<file path="config.mk">
export PLATFORM = sky130hd
export DESIGN_NAME = dsp_psum_accum
export DESIGN_NICKNAME = d
export VERILOG_FILES = /design/src/rtl/dsp_psum_accum.sv
export SDC_FILE = /design/constraint.sdc
export NUM_CORES = 2
export LEC_CHECK = 0
export CELL_PAD_IN_SITES_DETAIL_PLACEMENT = 0
export CELL_PAD_IN_SITES_GLOBAL_PLACEMENT = 1
export CORE_ASPECT_RATIO = 0.9
export CORE_UTILIZATION = 30
export CTS_CLUSTER_SIZE = 10
export DETAILED_ROUTE_END_ITERATION = 8
export PLACE_DENSITY = 0.7
export SLEW_MARGIN = 20
export SYNTH_ARGS = -nofsm -noshare
export SYNTH_HDL_FRONTEND = slang
export SYNTH_SLANG_ARGS = --single-unit
</file>
<file path="constraint.sdc">
create_clock -name clk -period 50.8 [get_ports clk]
set_clock_uncertainty 0.15 [all_clocks]
set_input_delay 12.7 -clock clk [delete_from_list [all_inputs] [get_ports clk]]
set_output_delay 12.7 -clock clk [all_outputs]
set_load 0.03 [all_outputs]
</file>
<file path="src/rtl/dsp_psum_accum.sv">
`default_nettype none
// +--------------------------------------------------------------------------+
// | dsp_psum_accum                                                           |
// | Frame accumulator for DSP16_16 partial sums: 4 groups of 16 x 11-bit     |
// | lanes, two-stage pipeline (lane sum, then accumulate), held result.      |
// | Optional macro DSP_PSUM_OVF_SAT_EN: saturating accumulators with sticky  |
// | per-group overflow flags (otherwise wrap and out_ovf = 0).               |
// | Revision: 1.0                                                            |
// +--------------------------------------------------------------------------+
module dsp_psum_accum #(
  parameter int LANES = 16,
  parameter int ACCW  = 24
) (
  input  logic              clk,
  input  logic              rst,
  input  logic              in_valid,
  output logic              in_ready,
  input  logic [703:0]      in_data,
  input  logic              in_last,
  input  logic [1:0]        fixpoint_op,
  output logic              out_valid,
  input  logic              out_ready,
  output logic [4*ACCW-1:0] out_data,
  output logic [7:0]        out_beats,
  output logic [3:0]        out_ovf
);

  localparam int c_lane_w = 11;
  localparam int c_grp_w  = 176;
  localparam int c_groups = 4;
  localparam int c_sum_w  = 16;

  localparam logic signed [ACCW-1:0] c_pos16 = {{(ACCW-15){1'b0}}, 15'h7FFF};
  localparam logic signed [ACCW-1:0] c_neg16 = {{(ACCW-15){1'b1}}, 15'h0000};

  typedef enum logic [1:0] {
    IDLE  = 2'd0,
    ACC   = 2'd1,
    DRAIN = 2'd2,
    HOLD  = 2'd3
  } state_t;

  state_t     r_state;
  state_t     w_state_nxt;
  logic [1:0] r_mode;
  logic       r_s1_valid;
  logic [7:0] r_beats;
  logic       w_ready;
  logic       w_accept;
  logic       w_release;
  logic       w_unsigned;

  // in_ready is forced low while rst is asserted, even though the FSM sits in IDLE
  assign w_ready    = ((r_state == IDLE) || (r_state == ACC)) && !rst;
  assign w_accept   = in_valid && w_ready;
  assign w_release  = (r_state == HOLD) && out_ready;
  // The first beat of a frame uses the live mode; later beats use the latched one
  assign w_unsigned = (r_state == IDLE) ? fixpoint_op[0] : r_mode[0];

  assign in_ready  = w_ready;
  assign out_valid = (r_state == HOLD);
  assign out_beats = r_beats;

  always_ff @(posedge clk or posedge rst) begin
    if (rst) begin
      r_state <= IDLE;
    end else begin
      r_state <= w_state_nxt;
    end
  end

  always_comb begin
    w_state_nxt = r_state;
    case (r_state)
      IDLE:    if (w_accept) w_state_nxt = in_last ? DRAIN : ACC;
      ACC:     if (w_accept && in_last) w_state_nxt = DRAIN;
      DRAIN:   w_state_nxt = HOLD;
      HOLD:    if (out_ready) w_state_nxt = IDLE;
      default: w_state_nxt = IDLE;
    endcase
  end

  always_ff @(posedge clk or posedge rst) begin
    if (rst) begin
      r_mode     <= 2'b00;
      r_s1_valid <= 1'b0;
      r_beats    <= 8'd0;
    end else begin
      r_s1_valid <= w_accept;
      if ((r_state == IDLE) && w_accept) begin
        r_mode <= fixpoint_op;
      end
      if (w_release) begin
        r_beats <= 8'd0;
      end else if (w_accept && (r_beats != 8'hFF)) begin
        r_beats <= r_beats + 8'd1;
      end
    end
  end

  for (genvar g = 0; g < c_groups; g++) begin : g_group
    logic [c_lane_w-1:0] w_lane;
    logic [c_sum_w-1:0]  w_sum;
    logic [c_sum_w-1:0]  r_s1_sum;
    logic [ACCW-1:0]     r_acc;
    logic                r_ovf;
    logic [ACCW-1:0]     w_add;
    logic [ACCW-1:0]     w_res;
    logic [ACCW-1:0]     w_nxt;
    logic                w_ovf;
    logic [ACCW-1:0]     w_field;

    // 16 lanes of 11 bits always fit a 16-bit sum in either lane mode
    always_comb begin
      w_sum  = '0;
      w_lane = '0;
      for (int l = 0; l < LANES; l++) begin
        w_lane = in_data[g*c_grp_w + l*c_lane_w +: c_lane_w];
        if (w_unsigned) begin
          w_sum = w_sum + {{(c_sum_w-c_lane_w){1'b0}}, w_lane};
        end else begin
          w_sum = w_sum + {{(c_sum_w-c_lane_w){w_lane[c_lane_w-1]}}, w_lane};
        end
      end
    end

    assign w_add = {{(ACCW-c_sum_w){r_s1_sum[c_sum_w-1]}}, r_s1_sum};
    assign w_res = r_acc + w_add;

`ifdef DSP_PSUM_OVF_SAT_EN
    assign w_ovf = (r_acc[ACCW-1] == w_add[ACCW-1]) && (w_res[ACCW-1] != r_acc[ACCW-1]);
    assign w_nxt = !w_ovf          ? w_res :
                   r_acc[ACCW-1]   ? {1'b1, {(ACCW-1){1'b0}}} :
                                     {1'b0, {(ACCW-1){1'b1}}};
`else
    assign w_ovf = 1'b0;
    assign w_nxt = w_res;
`endif

    always_ff @(posedge clk or posedge rst) begin
      if (rst) begin
        r_s1_sum <= '0;
        r_acc    <= '0;
        r_ovf    <= 1'b0;
      end else begin
        if (w_accept) begin
          r_s1_sum <= w_sum;
        end
        if (w_release) begin
          r_acc <= '0;
          r_ovf <= 1'b0;
        end else if (r_s1_valid) begin
          r_acc <= w_nxt;
          if (w_ovf) r_ovf <= 1'b1;
        end
      end
    end

    always_comb begin
      w_field = r_acc;
      if (r_mode[1]) begin
        if ($signed(r_acc) > c_pos16) begin
          w_field = c_pos16;
        end else if ($signed(r_acc) < c_neg16) begin
          w_field = c_neg16;
        end
      end
    end

    assign out_data[g*ACCW +: ACCW] = w_field;
    assign out_ovf[g]               = r_ovf;
  end

endmodule
`default_nettype wire

</file>
==> flow_summary.yaml <==
clock_network:
  root_buffer: "clkbuf_16"
  cts_buffer_depth: 2
  clk_pin_slew_ns: 0.07
  cts_sinks: 173
  clk_latency_ns: 0.48
  cts_resized: 0
  hold_buffers: 0
  cts_setup_buffers: 0
  cts_tree: "yes"
  h-tree-depth: 4
  cts_buffers: 17
place:
  post-place-cells: 9594
  io_buffers: 816
  hpwl_mm: 142.6
  place.gp.congestion: 0.9020
grt:
  gr-total-overflow: 0
  track_usage_pct: 18.75
  first_global_vias: 45400
  grt_max_degree: 113
  antenna_found_initial: 48
  grt_first_pass_wirelength_mm: 250.4
layout:
  final_cells: 9647
  area_growth_pct: 22.74
  drive_gt1_share_pct: 1.254
  final_common_cell: "ha_1"
  nets: 9263
  layout_common_cells: "ha_1 (1005), clkdlybuf4s50_1 (816), nor2_1 (711)"
drt:
  vias: 48310
  vias_per_cell: 5.008
  firstDrtPassIters: 5
  drc: 0
  drt_iter0_markers: 2168
  wl_per_cell_microns: 16.88
  drtAntennaViolNets: 0
  routed_wl_mm: 162.8
die:
  num_io_pins: 821
  core.rowCount: 140
  die_w_microns: 429.9
  initial_utilization_pct: 30.38
  die_area_sq_mm: 0.1664
  coreArea_sq_mm: 0.1627
  die_h_microns: 387.1
logic_synthesis:
  synth_cell_types: 81
  post_synth.cell_area_avg_sq_um: 7.368
  yosysSeqAreaShare_pct: 8.758
  post_synth_inst_count: 6709
  synth_area_sq_mm: 0.04943
  yosysWarnings: 0
  synth_edf_count: 0
  synth_flop_cell: "dfrtp_1"
  synthArstFlopShare_pct: 100.0
  ys_ff_latch: 173
sta:
  rsz0062_at_grt: "false"
  period_needed_ns: 32.30
  slew_viol_final: 0
  tns_ns: 0
  max-slew-margin-rel_pct: 38.22
  whs_ns: 0.3336
  final-setup-viol-count: 0
  period_share_pct: 63.58
  final-hold-violation-count: 0
  fmax_mhz: 30.96
  worst_pin_slew_ns: 0.9267
setup_path:
  cp-end-kind: "flip-flop"
  cp_top_family: "compound AO/OA/AOI/OAI gates"
  path_common_cell: "ha_1"
  slowest_delay_ns: 0.61
  crit_fanout: 8
  arrival_ns: 32.55
  crit_type: "primary input to flip-flop"
  critPathBufInv: 5
  cp-start-kind: "primary input"
  required_ns: 51.05
  cp_slowest_cell: "or4b_2"
outcome:
  status: "complete, no violations"
flow_run:
  cap_violations: 0
min_path:
  hold_path_class: "flip-flop to flip-flop"
cells in the mapped netlist, drive strengths merged (60+ instances only):
cell	count	area share [%]
nor2b	112	1.4
o21bai	61	0.93
o21a	98	1.5
xor2	193	3.4
fa	64	2.6
nand3	108	1.1
a21boi	193	2.9
and3	60	0.76
nor2	711	5.4
a21o	154	2.3
ha	1005	25
a21oi	459	4.7
nor3	115	1.2
and2	83	1.1
dfrtp	173	8.8
xnor2	476	8.4
inv	568	4.3
a211oi	70	1.1
o21ai	569	5.8
a31oi	66	0.88
nand2	703	5.3
per-stage QoR:
| step | instance area (sq um) | setup WS (ns) | util [%] |
|---|---|---|---|
| after floorplan | 49440 | 21.00 | - |
| after detailed placement | 60070 | 18.42 | 36.91 |
| after global placement | 60070 | 18.69 | 36.91 |
| final | 60670 | 18.50 | 37.28 |
| after global routing | 60660 | 16.56 | 37.27 |
| after CTS | 60620 | 18.78 | 37.25 |
worst register-to-register path, delay by kind of cell, from the launching register on:
kind,cells,cell delay [ns]
AO/OA/AOI/OAI,29,7.39
adder cells (fa/ha/maj),16,5.96
AND/OR/NAND/NOR,15,3.13
XOR/XNOR,4,1.01
buffers and inverters,7,0.93
multiplexers,2,0.65
flip-flops,1,0.42
cells by family after synthesis:
logic type | after synthesis | share of synthesized area, %
flops | 173 | 8.758
other cells | 1 | 0.007587
xor+xnor | 682 | 12.46
buf+inv | 642 | 4.951
fa+ha+maj | 1069 | 28.03
simple gates | 2144 | 19.77
mux | 64 | 1.324
compound gates | 1934 | 24.70
layout make-up:
class                   count  area, sq um
well taps                2130         2665
clock buffers              17        425.4
repair buffers            826         8243
diodes                     21        52.55
clock inverters            15        126.4
fillers                 17010       102100
inverters                 568         2140
multi-input cells        5897        42690
flip-flops and latches    173         4333
state kept, by name, summed over array words and instances (netlist names):
register	count
r_mode	2
r_s1_valid	1
g_group.r_acc	96
out_beats	8
r_state	2
g_group.r_s1_sum	64
path summary, 6_finish.rpt:
check	from	endpoint	slack [ns]	cells past startpoint
setup / recovery	in_data[352]	g_group[2].r_s1_sum[15]	18.50	77
hold / removal	g_group[2].r_s1_sum[3]	g_group[2].r_s1_sum[3]	0.33	2
setup reg to reg	r_state[1]	g_group[2].r_s1_sum[15]	31.09	73
hold reg to reg	g_group[2].r_s1_sum[3]	g_group[2].r_s1_sum[3]	0.33	2
max in group asynchronous	rst	r_s1_valid	36.37	3
min in group asynchronous	rst	g_group[1].r_s1_sum[12]	12.63	2
layer usage:
metal | track usage [%] | vias up | part of all wire, %
li1 | - | 25480 | -
met1 | 24.37 | 21810 | 47
met2 | 32.38 | 814 | 47
met3 | 2.701 | 159 | 3.8
met4 | 4.383 | 42 | 2.0
met5 | 0 | - | 0.17
Power is left out: the tool's default activity adds up to more than one toggle a clock period on the data nets, which glitch-free logic cannot reach.
